--- src/rtl/axi3_mem_bridge.sv ---
// AXI3 master bridge: NUM_RD round-robin read clients share AR/R, one write client drives AW/W/B.
// Build macro AXI_BRIDGE_PERF_EN adds read/write burst and AR stall counters.
module axi3_mem_bridge #(
    parameter int NUM_RD = 3,
    parameter int ID_W   = 4,
    parameter int ADDR_W = 32,
    parameter int DATA_W = 32,
    parameter int STRB_W = DATA_W / 8
) (
    input  logic                     aclk,
    input  logic                     aresetn,
    input  logic [NUM_RD-1:0]        rd_req,
    input  logic [NUM_RD*ADDR_W-1:0] rd_addr,
    input  logic [NUM_RD*8-1:0]      rd_len,
    input  logic [NUM_RD*3-1:0]      rd_size,
    output logic [NUM_RD-1:0]        rd_gnt,
    output logic [NUM_RD-1:0]        rd_valid,
    output logic [DATA_W-1:0]        rd_data,
    output logic                     rd_last,
    output logic                     rd_err,
    input  logic                     wr_req,
    input  logic [ADDR_W-1:0]        wr_addr,
    input  logic [7:0]               wr_len,
    input  logic [2:0]               wr_size,
    input  logic [DATA_W-1:0]        wr_data,
    input  logic [STRB_W-1:0]        wr_strb,
    output logic                     wr_beat,
    output logic                     wr_done,
    output logic                     wr_err,
    output logic [ID_W-1:0]          arid,
    output logic [ADDR_W-1:0]        araddr,
    output logic [7:0]               arlen,
    output logic [2:0]               arsize,
    output logic [1:0]               arburst,
    output logic [1:0]               arlock,
    output logic [3:0]               arcache,
    output logic [2:0]               arprot,
    output logic                     arvalid,
    input  logic                     arready,
    input  logic [ID_W-1:0]          rid,
    input  logic [DATA_W-1:0]        rdata,
    input  logic [1:0]               rresp,
    input  logic                     rlast,
    input  logic                     rvalid,
    output logic                     rready,
    output logic [ID_W-1:0]          awid,
    output logic [ADDR_W-1:0]        awaddr,
    output logic [7:0]               awlen,
    output logic [2:0]               awsize,
    output logic [1:0]               awburst,
    output logic [1:0]               awlock,
    output logic [3:0]               awcache,
    output logic [2:0]               awprot,
    output logic                     awvalid,
    input  logic                     awready,
    output logic [ID_W-1:0]          wid,
    output logic [DATA_W-1:0]        wdata,
    output logic [STRB_W-1:0]        wstrb,
    output logic                     wlast,
    output logic                     wvalid,
    input  logic                     wready,
    input  logic [ID_W-1:0]          bid,
    input  logic [1:0]               bresp,
    input  logic                     bvalid,
    output logic                     bready
`ifdef AXI_BRIDGE_PERF_EN
    ,
    output logic [31:0]              perf_rd_cnt,
    output logic [31:0]              perf_wr_cnt,
    output logic [31:0]              perf_rd_stall
`endif
);
    localparam int PTR_W = (NUM_RD > 1) ? $clog2(NUM_RD) : 1;

    typedef enum logic [1:0] {R_IDLE = 2'd0, R_ADDR = 2'd1, R_DATA = 2'd2} rd_state_t;
    typedef enum logic [1:0] {W_IDLE = 2'd0, W_ADDR = 2'd1, W_DATA = 2'd2, W_RESP = 2'd3} wr_state_t;

    rd_state_t          rd_state_r;
    wr_state_t          wr_state_r;
    logic [PTR_W-1:0]   rr_ptr_r;
    logic [PTR_W-1:0]   rd_owner_r;
    logic [PTR_W-1:0]   pick_s;
    logic               pick_found_s;
    logic [NUM_RD-1:0]  owner_oh_s;
    logic [7:0]         wr_cnt_r;
    logic               unused_s;

    assign arburst = 2'b01;
    assign arlock  = 2'b00;
    assign arcache = 4'b0000;
    assign arprot  = 3'b000;
    assign awburst = 2'b01;
    assign awlock  = 2'b00;
    assign awcache = 4'b0000;
    assign awprot  = 3'b000;

    // Single outstanding transfer per direction, so response IDs carry no information.
    assign unused_s = ^{rid, rresp[0], bid, bresp[0]};

    // Round-robin pick: first requesting client at or after the pointer.
    always_comb begin
        int j;
        j            = 0;
        pick_s       = '0;
        pick_found_s = 1'b0;
        for (int k = 0; k < NUM_RD; k++) begin
            j = int'(rr_ptr_r) + k;
            if (j >= NUM_RD) begin
                j = j - NUM_RD;
            end else begin
                j = j;
            end
            if (!pick_found_s && rd_req[PTR_W'(j)]) begin
                pick_found_s = 1'b1;
                pick_s       = PTR_W'(j);
            end else begin
                pick_found_s = pick_found_s;
            end
        end
    end

    assign owner_oh_s = NUM_RD'(1) << rd_owner_r;
    assign rd_gnt     = (arvalid && arready) ? owner_oh_s : '0;
    assign rd_valid   = (rready && rvalid) ? owner_oh_s : '0;
    assign rd_data    = rready ? rdata : '0;
    assign rd_last    = rready && rlast;
    assign rd_err     = rready && rvalid && rresp[1];

    // Read FSM: latch the winner's request, hold AR until accepted, then stream R beats.
    always_ff @(posedge aclk or negedge aresetn) begin
        if (!aresetn) begin
            rd_state_r <= R_IDLE;
            rr_ptr_r   <= '0;
            rd_owner_r <= '0;
            arvalid    <= 1'b0;
            araddr     <= '0;
            arid       <= '0;
            arlen      <= '0;
            arsize     <= '0;
            rready     <= 1'b0;
        end else begin
            case (rd_state_r)
                R_IDLE: begin
                    if (pick_found_s) begin
                        rd_owner_r <= pick_s;
                        araddr     <= rd_addr[int'(pick_s)*ADDR_W +: ADDR_W];
                        arlen      <= rd_len[int'(pick_s)*8 +: 8];
                        arsize     <= rd_size[int'(pick_s)*3 +: 3];
                        arid       <= ID_W'(pick_s);
                        arvalid    <= 1'b1;
                        rd_state_r <= R_ADDR;
                    end
                end
                R_ADDR: begin
                    if (arready) begin
                        arvalid    <= 1'b0;
                        rready     <= 1'b1;
                        rr_ptr_r   <= (rd_owner_r == PTR_W'(NUM_RD - 1)) ? '0 : rd_owner_r + PTR_W'(1);
                        rd_state_r <= R_DATA;
                    end
                end
                R_DATA: begin
                    if (rvalid && rlast) begin
                        rready     <= 1'b0;
                        rd_state_r <= R_IDLE;
                    end
                end
                default: begin
                    arvalid    <= 1'b0;
                    rready     <= 1'b0;
                    rd_state_r <= R_IDLE;
                end
            endcase
        end
    end

    assign wid     = awid;
    assign wdata   = wvalid ? wr_data : '0;
    assign wstrb   = wvalid ? wr_strb : '0;
    assign wlast   = wvalid && (wr_cnt_r == awlen);
    assign wr_beat = wvalid && wready;
    assign wr_done = bready && bvalid;
    assign wr_err  = wr_done && bresp[1];

    // Write FSM: AW first, then W beats counted against the latched length, then B.
    always_ff @(posedge aclk or negedge aresetn) begin
        if (!aresetn) begin
            wr_state_r <= W_IDLE;
            awvalid    <= 1'b0;
            awaddr     <= '0;
            awid       <= '0;
            awlen      <= '0;
            awsize     <= '0;
            wvalid     <= 1'b0;
            bready     <= 1'b0;
            wr_cnt_r   <= 8'd0;
        end else begin
            case (wr_state_r)
                W_IDLE: begin
                    if (wr_req) begin
                        awaddr     <= wr_addr;
                        awlen      <= wr_len;
                        awsize     <= wr_size;
                        awid       <= ID_W'(NUM_RD);
                        awvalid    <= 1'b1;
                        wr_state_r <= W_ADDR;
                    end
                end
                W_ADDR: begin
                    if (awready) begin
                        awvalid    <= 1'b0;
                        wvalid     <= 1'b1;
                        wr_cnt_r   <= 8'd0;
                        wr_state_r <= W_DATA;
                    end
                end
                W_DATA: begin
                    if (wready) begin
                        if (wr_cnt_r == awlen) begin
                            wvalid     <= 1'b0;
                            bready     <= 1'b1;
                            wr_state_r <= W_RESP;
                        end else begin
                            wr_cnt_r <= wr_cnt_r + 8'd1;
                        end
                    end
                end
                W_RESP: begin
                    if (bvalid) begin
                        bready     <= 1'b0;
                        wr_state_r <= W_IDLE;
                    end
                end
                default: begin
                    awvalid    <= 1'b0;
                    wvalid     <= 1'b0;
                    bready     <= 1'b0;
                    wr_state_r <= W_IDLE;
                end
            endcase
        end
    end

`ifdef AXI_BRIDGE_PERF_EN
    // Performance counters: completed bursts per direction and AR cycles spent waiting.
    always_ff @(posedge aclk or negedge aresetn) begin
        if (!aresetn) begin
            perf_rd_cnt   <= 32'd0;
            perf_wr_cnt   <= 32'd0;
            perf_rd_stall <= 32'd0;
        end else begin
            if (rd_state_r == R_DATA && rvalid && rlast) begin
                perf_rd_cnt <= perf_rd_cnt + 32'd1;
            end
            if (wr_state_r == W_RESP && bvalid) begin
                perf_wr_cnt <= perf_wr_cnt + 32'd1;
            end
            if (rd_state_r == R_ADDR && !arready) begin
                perf_rd_stall <= perf_rd_stall + 32'd1;
            end
        end
    end
`endif

endmodule

--- config.mk ---
export PLATFORM = sky130hd
export DESIGN_NAME = axi3_mem_bridge
export DESIGN_NICKNAME = d
export VERILOG_FILES = /design/src/rtl/axi3_mem_bridge.sv
export SDC_FILE = /design/constraint.sdc
export NUM_CORES = 1
export LEC_CHECK = 0
export BUFFER_PORTS_ARGS = -buffer_cell sky130_fd_sc_hd__buf_2
export CORE_AREA = 3 3 182 184
export DETAILED_ROUTE_END_ITERATION = 10
export DIE_AREA = 0 0 185 187
export MAX_ROUTING_LAYER = met4
export PLACE_DENSITY = 0.51
export RECOVER_POWER = 100
export SLEW_MARGIN = 20
export SYNTH_ARGS = -nofsm -noshare
export SYNTH_HDL_FRONTEND = slang
export SYNTH_SLANG_ARGS = --single-unit
--- constraint.sdc ---
create_clock -name aclk -period 2.3 [get_ports aclk]
set_input_delay 0.345 -clock aclk [delete_from_list [all_inputs] [get_ports aclk]]
set_output_delay 0.345 -clock aclk [all_outputs]
set_load 0.005 [all_outputs]
**After elaboration in Yosys (flattened, before gate mapping)**

Cells that the tools add are included.

- $add $sub $neg: 7
- Multiply operators: 1
- Order comparisons: 6
- Equal/unequal tests: 16
- Shifts and indexed selects: 4
- Multiplexer cells: 55
- Bitwise operators: 2
- Reductions and logical operators: 29

Operator list:

| operator | count |
|---|---|
| $shiftx A96 B8 Y32 | 1 |
| $mux W32 | 2 |
| $mux W2 | 15 |
| $mux W8 | 3 |
| $shiftx A24 B6 Y8 | 1 |
| $mux W1 | 21 |
| $ne A2 B2 Y1 const B | 9 |
| $pmux W8 S2 | 1 |
| $lt A2 B4 Y1 const B | 3 |
| $reduce_and A3 Y1 | 4 |
| $reduce_and A4 Y1 | 3 |
| $logic_and A1 B1 Y1 | 11 |
| $shiftx A9 B5 Y3 | 1 |
| $add A8 B1 Y8 const B | 1 |
| $eq A2 B2 Y1 const B | 4 |
| $eq A8 B8 Y1 | 1 |
| $pmux W2 S4 | 1 |
| $bmux W1 S2 | 3 |
| $ge A3 B2 Y1 const B | 2 |
| $mux W3 | 2 |
| $pmux W1 S2 | 3 |
| $pmux W1 S3 | 2 |
| $pmux W2 S3 | 1 |
| $reduce_and A2 Y1 | 3 |
| other kinds (14) | 22 |

- Flip-flop bits (word level): 108
- Bits of input ports: 264
- Output and inout bits: 205
- Word-level logic and storage cells: 137

**Logic depth before layout (Yosys ltp)**

Gate-level depths: netlist of the first run.

- Word-level depth: 14
- Mapped depth: 10

**Worst setup path before layout of the first run**

Ideal clock, no wire load.

- Kind: register to register
- Start: register rr_ptr_r[1]
- End: register araddr[0]
- Data arrival time: 2177 ps
- Slack: -9 ps
- Cell stages (with the launch flop): 10
- Path buffers: 2
- Period minus slack after synthesis: 2309 ps
- Path through: dfrtp_1 > inv_1 > ha_1 > buf_6 > mux2i_2 > mux2_4 > mux2i_4 > buf_2 > mux2i_1 > o211ai_2

- Cells in the longest elaborated chain, start to end: 13
- Elaborated cells between the ends (all ways): 32
- Classes of those cells: add/sub (5); order compare (3); shift (1); mux (18); reduce/logical (5)

Ends and longest elaborated chain:

| element | line | RTL |
|---|---|---|
| from (decl) | 80 | `logic [PTR_W-1:0] rr_ptr_r;` |
| from (signal assigned) | 158 | `rr_ptr_r <= (rd_owner_r == PTR_W'(NUM_RD - 1)) ? '0 : rd_owner_r + PTR_W'(1);` |
| parallel branches: the longest is 13 deep, another holds $add A2 B1 Y3 | - |  |
| to (signal assigned) | 146 | `araddr <= rd_addr[int'(pick_s)*ADDR_W +: ADDR_W];` |
| to (decl) | 31 | `output logic [ADDR_W-1:0] araddr,` |

Parallel ways; which one is timed is not known. The select of a mux whose other input is x is not followed.
A chain may end at the register's enable or synchronous reset.

**Final worst setup path of the first run**

- Start: register rr_ptr_r[1]
- End: register araddr[25]

Same word-level chain as after synthesis.

==> run_results.csv, run 1 <==
group,metric,value,unit
outcome,status,"complete, no violations",
yosys,synth_edf_count,0,
yosys,ys_warn_count,0,
setup_path,setup.worst_path.end,"araddr[25]",
layout,postLayoutCellArea,9880,um^2
grt,first_global_vias,6358,
timing,whs,0.215,ns
detailed_routing,drt_first_iter_violations,216,
yosys,synth_cell_types,55,
layout,layout-area-overhead-vs-synth,49.3,%
clock_network,max-clock-path-buffers,2,
layout,final_common_cell,"buf_2",
yosys,netlist_top_cells_area,"dfrtp_1, o211ai_2, mux2_2",
setup_path,crit_type,"reg2reg",
placed_design,dp_hpwl,18000,um
setup_path,rrSetupSlack,0.01,ns
clock_network,clk_pin_slew,0.08,ns
detailed_routing,via_per_inst,4.29,
layout,layout-drive-gt1-share,48.7,%
placed_design,dpl.cell_count,1449,
die,pin_count,469,
die,fp.dieW,185,um
setup_path,cp-startpoint,"rr_ptr_r[1]",
timing,max_freq,0.437,GHz
timing,final-setup-viol-count,0,
yosys,yosysTopAreaCell,"dfrtp_1",
die,die_height,187,um
detailed_routing,drt_wl_total,23700,um
yosys,synthSimpleGateAreaFrac,14.8,%
yosys,synth_compound_area_share,17.8,%
grt,antenna_found_initial,4,
worst_hold_path,hp-class,"in2reg",
grt,gr-total-overflow,0,
detailed_routing,vias,6349,
clock_network,insertion_delay,0.36,ns
grt,track_usage,12.9,%
yosys,syn-cell-area,6620,um^2
detailed_routing,post_drt_wl_per_cell,16.0,um
setup_path,timing.rr.start,"rr_ptr_r[1]",
yosys,synth_top_area_share,40.8,%
yosys,synthCells,621,
setup_path,crit_fanout,13,
setup_path,worst_r2r_path_depth,10,
yosys,synthAdderAreaFrac,1.70,%
timing,period_minus_slack,2.29,ns
yosys,synth.avg_cell_area,10.7,um^2
setup_path,cp-start-kind,"flop",
clock_network,cts_buffers,9,
yosys,synth_seq_area_share,40.8,%
layout,mostFrequentLayoutCells,"buf_2, dfrtp_1, clkbuf_1, nand2_1, and2_1",
setup_path,r2r-end,"araddr[25]",
grt,grt_start_max_net_pins,57,
setup_path,arrival,2.53,ns
clock_network,cts_tree,"yes",
pwr,p_leak,4.81,nW
placed_design,postPlaceCellArea,9400,um^2
die,rows,65,
grt,grt_pass1_wl,34400,um
yosys,ys_seq_elements,108,
timing,drv_slew,0,
pwr,vdd_ir_drop_max,0.712,mV
timing,maxSlewHeadroom,4.06,%
placed_design,port_buffers,430,
clock_network,cts.htree.levels,3,
yosys,synth_top_family_by_area,"compound AO/OA/AOI/OAI gates",
timing,fin_crit_sh,99.5,%
layout,final_nets,1344,
timing,worst_pin_slew,1.44,ns
setup_path,critPathRequiredTime,2.54,ns
clock_network,root_buffer,"clkbuf_16",
timing,rsz0062_at_grt,"yes",
yosys,synth_mux_area_share,16.3,%
setup_path,critPathCaptureType,"flop",
detailed_routing,postRouteAntennaNets,0,
yosys,synth-xor-area-share,1.19,%
pwr,power_density,1270,nW/um^2
timing,finalHoldViolCount,0,
yosys,async_flop_share,100,%
die,die_area,34600,um^2
yosys,synth_ff_type,"dfrtp_1",
placed_design,gp_congestion,0.821,
timing,skew,0.00675,ns
flow_run,maxCapViolations,0,
detailed_routing,first_pass_iters,4,
clock_network,clock_sinks,108,
die,core,31600,um^2
die,initial_core_util,21.0,%
detailed_routing,drc,0,
layout,final_cells,1480,
-- kinds of logic after synthesis --
kind of cell | Yosys count
and+or+nand+nor | 182
AOI/OAI and AO/OA | 128
DFF | 108
muxes | 98
buffers and inverters | 85
adders and majority gates | 9
xor gates and xnor gates | 9
other | 2
-- sequential cells by signal, indices dropped and copies added (netlist names) --
name / cells
awsize: 3
rd_state_r: 2
awid: 1
wr_cnt_r: 8
rready: 1
awaddr: 32
arvalid: 1
bready: 1
rr_ptr_r: 2
awvalid: 1
arsize: 3
awlen: 8
arlen: 8
rd_owner_r: 2
araddr: 32
wr_state_r: 2
wvalid: 1
-- power breakdown --
part / switching, mW / internal, mW / total, mW
logic: 3.65 / 3.70 / 7.35
registers: 0.637 / 2.81 / 3.45
clock network: 0.769 / 0.966 / 1.73
-- cell usage after synthesis, types with 3 or more instances --
library cell	n
mux2_2	43
buf_6	5
clkbuf_1	32
nand3b_1	3
o211ai_2	39
buf_4	33
buf_2	5
ha_1	9
mux2_1	3
xor2_1	8
a21oi_1	11
inv_1	10
and3_1	4
o211ai_1	47
nand3_1	8
or3_1	3
nand2_1	60
o31ai_1	4
o21ai_0	5
nand2b_1	7
nor2_1	13
a22o_1	3
dfrtp_1	108
mux2i_1	47
and2_1	71
-- worst min path at each step --
stage,from,endpoint,slack [ns],depth (start not counted)
global route,wr_addr[11],awaddr[11],0.19,2
detailed placement,aresetn,araddr[15],0.38,2
finish,wr_addr[20],awaddr[20],0.21,2
global placement,aresetn,araddr[15],0.39,2
floorplan,aresetn,araddr[0],0.05,0
CTS,wr_addr[10],awaddr[10],0.19,2
-- worst max-delay path, stage by stage (launching register included) --
cell and delay, ns:
dfrtp_1 0.40, inv_2 0.08, ha_4 0.17, buf_6 0.11, mux2i_4 0.26, mux2_4 0.22
mux2i_4 0.24, buf_12 0.17, buf_12 0.17, mux2i_2 0.24, o211ai_2 0.08
-- final cells by class --
cell class	instances	area [um^2]
Tap cell	402	503
Antenna cell	3	7.51
Multi-Input combinational cell	454	3670
Timing Repair Buffer	488	2640
Clock inverter	6	97.6
Clock buffer	9	225
Sequential cell	108	2700
Inverter	10	37.5
Fill cell	3360	21700
-- stage by stage --
stage | util, % | power (mW) | worst slack (ns) | setup TNS [ns]
detailed placement | 29.8 | 10.4 | -0.290 | -11.03
floorplan | - | 7.46 | -0.00905 | -0.271
global route | 31.3 | 13.5 | -0.0724 | -2.46
CTS | 31.3 | 12.4 | 0.00348 | 0
global placement | 29.8 | 10.3 | -0.213 | -8.18
finish | 31.3 | 12.5 | 0.0119 | 0
-- routing by layer --
layer / up-vias / wire (um) / track usage [%]
met2: 298 / 11800 / 22.0
met4: 0 / 689 / 5.08
met1: 2950 / 9530 / 14.4
li1: 3070 / - / -
met5: - / 0 / -
met3: 31 / 1730 / 3.31
-- timing repair --
item | CTS | global route
cloned | 1 | 5
setup buffers | 4 | 2
endpoints found under the setup margin | 44 | 44
hold endpoints to repair | 47 | 0
resized for setup | 18 | 18
pin swaps | 0 | 6
hold buffers | 1 | 0
Power figures use the tool's default switching activity.
==> run 2: changes to the inputs <==
--- a/config.mk
+++ b/config.mk
@@ -12,6 +12,7 @@
 export MAX_ROUTING_LAYER = met4
 export PLACE_DENSITY = 0.51
 export RECOVER_POWER = 100
+export REMOVE_ABC_BUFFERS = 1
 export SLEW_MARGIN = 20
 export SYNTH_ARGS = -nofsm -noshare
 export SYNTH_HDL_FRONTEND = slang
==> run_results.csv, run 2 (same netlist as run 1, synthesis figures left out) <==
group,metric,value,unit
pwr,power,13.3,mW
worst_hold_path,hp-class,"in2reg",
pwr,intPower,7.88,mW
setup_path,crit_type,"reg2reg",
timing,finalHoldViolCount,0,
timing,whs,0.208,ns
setup_path,rrSetupSlack,-0.06,ns
outcome,status,"complete, but fails checks",
placed_design,gp_congestion,0.767,
setup_path,crit_chain,"buf_6 -> ha_4 -> mux2_4 -> o311ai_4 -> mux2i_4 -> buf_4 -> buf_12 -> clkbuf_16 -> mux2i_4 -> o211ai_2",
timing,fin_crit_sh,103,%
setup_path,crit_slowest_cell,"dfrtp_2",
detailed_routing,postRouteAntennaNets,0,
setup_path,crit_path_max_incr_delay,0.44,ns
timing,skew,0.00964,ns
detailed_routing,drt_first_iter_violations,230,
pwr,power_frac_clock,12.8,%
timing,tns,-0.974,ns
layout,multi_input_area,3960,um^2
pwr,vdd_ir_drop_max,0.533,mV
setup_path,r2r-end,"araddr[0]",
pwr,seq_power_share,25.5,%
layout,layout-area-overhead-vs-synth,55.9,%
setup_path,cp_num_buf_inv,4,
pwr,p_comb_share,61.7,%
clock_network,clock_sinks,108,
worst_hold_path,whs_path_depth,2,
die,die_height,187,um
die,initial_core_util,21.0,%
setup_path,crit_fanout,5,
grt,gr-total-overflow,0,
placed_design,dp_hpwl,17400,um
layout,final_cells,1484,
grt,first_global_vias,6307,
outcome,failed_checks,"setup timing",
timing,final-setup-viol-count,34,
setup_path,worst_r2r_path_depth,10,
grt,grt_start_max_net_pins,60,
clock_network,cts.htree.levels,3,
detailed_routing,first_pass_iters,4,
clock_network,cts_tree,"yes",
die,die_area,34600,um^2
setup_path,critPathCaptureType,"flop",
pwr,power_density,1290,nW/um^2
layout,largestRegisters,"araddr: 32 flops, awaddr: 32 flops",
timing,worst_slack,-0.0587,ns
layout,final_nets,1349,
setup_path,cp-start-kind,"flop",
setup_path,crit_family,"multiplexers",
timing,rsz0062_at_grt,"yes",
layout,final_common_cell,"buf_2",
setup_path,critPathMostFrequentCell,"mux2i_4",
pwr,p_sw_share,40.9,%
worst_hold_path,holdPathEnd,"awaddr[24]",
flow_run,maxCapViolations,0,
clock_network,clk_pin_slew,0.08,ns
clock_network,cts_buffers,9,
pwr,p_leak,4.89,nW
layout,fillers,3268,
timing,period_minus_slack,2.36,ns
grt,antenna_found_initial,1,
timing,drv_slew,0,
die,fp.dieW,185,um
placed_design,dpl.cell_count,1446,
grt,grt_pass1_wl,35700,um
placed_design,port_buffers,430,
timing,max_freq,0.424,GHz
layout,regArea,2710,um^2
setup_path,critPathRequiredTime,2.58,ns
detailed_routing,drc,0,
clock_network,root_buffer,"clkbuf_16",
die,core,31600,um^2
worst_hold_path,hold_path.startpoint,"wr_addr[24]",
pwr,switching_power,5.46,mW
clock_network,insertion_delay,0.36,ns
layout,mostFrequentLayoutCells,"buf_2, dfrtp_1, clkbuf_1, and2_1, nand2_1",
grt,track_usage,13.6,%
layout,layout-drive-gt1-share,51.7,%
setup_path,arrival,2.64,ns
clock_network,max-clock-path-buffers,2,
detailed_routing,via_per_inst,4.31,
placed_design,pre_cts_ws,-0.276,ns
detailed_routing,drt_wl_total,24400,um
timing,worst_pin_slew,1.08,ns
die,pin_count,469,
setup_path,timing.rr.start,"rr_ptr_r[0]",
detailed_routing,post_drt_wl_per_cell,16.4,um
die,rows,65,
timing,maxSlewHeadroom,28.1,%
detailed_routing,vias,6392,
==> run 2: worst reg2reg max path, cell delays in order, from the launching register on <==
cell	delay, ns
dfrtp_2	0.44
buf_6	0.13
ha_4	0.18
mux2_4	0.34
o311ai_4	0.27
mux2i_4	0.12
buf_4	0.15
buf_12	0.14
clkbuf_16	0.19
mux2i_4	0.19
o211ai_2	0.13
==> run 2: worst max path at each step <==
| stage | startpoint | to | cells past startpoint |
|---|---|---|---|
| 2_1_floorplan | rr_ptr_r[1] | araddr[20] | 7 |
| 3_3_place_gp | rr_ptr_r[0] | araddr[23] | 8 |
| 3_5_place_dp | rr_ptr_r[0] | araddr[20] | 8 |
| 4_1_cts | rr_ptr_r[0] | araddr[21] | 9 |
| 5_1_grt | rr_ptr_r[0] | arlen[2] | 9 |
| 6_report | rr_ptr_r[0] | araddr[0] | 10 |
==> run 2: layout make-up <==
| cell class | instances | area share, % |
|---|---|---|
| Tap cell | 402 | 4.87 |
| Sequential cell | 108 | 26.2 |
| Multi-Input combinational cell | 454 | 38.3 |
| Clock inverter | 6 | 0.752 |
| Timing Repair Buffer | 493 | 27.2 |
| Inverter | 10 | 0.388 |
| Clock buffer | 10 | 2.22 |
| Antenna cell | 1 | 0.0242 |
==> run 2: what timing repair did <==
action,in CTS,in global routing
setup buffers,9,4
hold buffers,1,0
resized for setup,63,38
pin swaps,12,6
endpoints found under the setup margin,45,47
endpoints found under the hold margin,18,0
cloned,5,2
==> run 2: power by group through the flow <==
stage          Clock [mW]  Combinational, mW  Sequential (mW)
2_1_floorplan           0               3.66             3.49
5_1_grt              1.85               8.96             3.54
3_5_place_dp            0               6.84             3.40
4_1_cts              1.79               8.08             3.38
6_report             1.71               8.23             3.40
3_3_place_gp            0               6.75             3.38
==> run 2: per-layer routing <==
| layer | global-route usage [%] | share of wire, % | vias to the layer above |
|---|---|---|---|
| li1 | - | - | 3076 |
| met1 | 15.7 | 40 | 3029 |
| met2 | 24.3 | 52 | 266 |
| met3 | 2.20 | 6.1 | 21 |
| met4 | 3.38 | 1.8 | 0 |
| met5 | - | 0 | - |
==> run 2: through the flow <==
stage	instance area (um^2)	util, %
global route	10300	32.7
detailed placement	9350	29.6
finish	10300	32.7
floorplan	6270	-
CTS	10200	32.4
global placement	9350	29.6
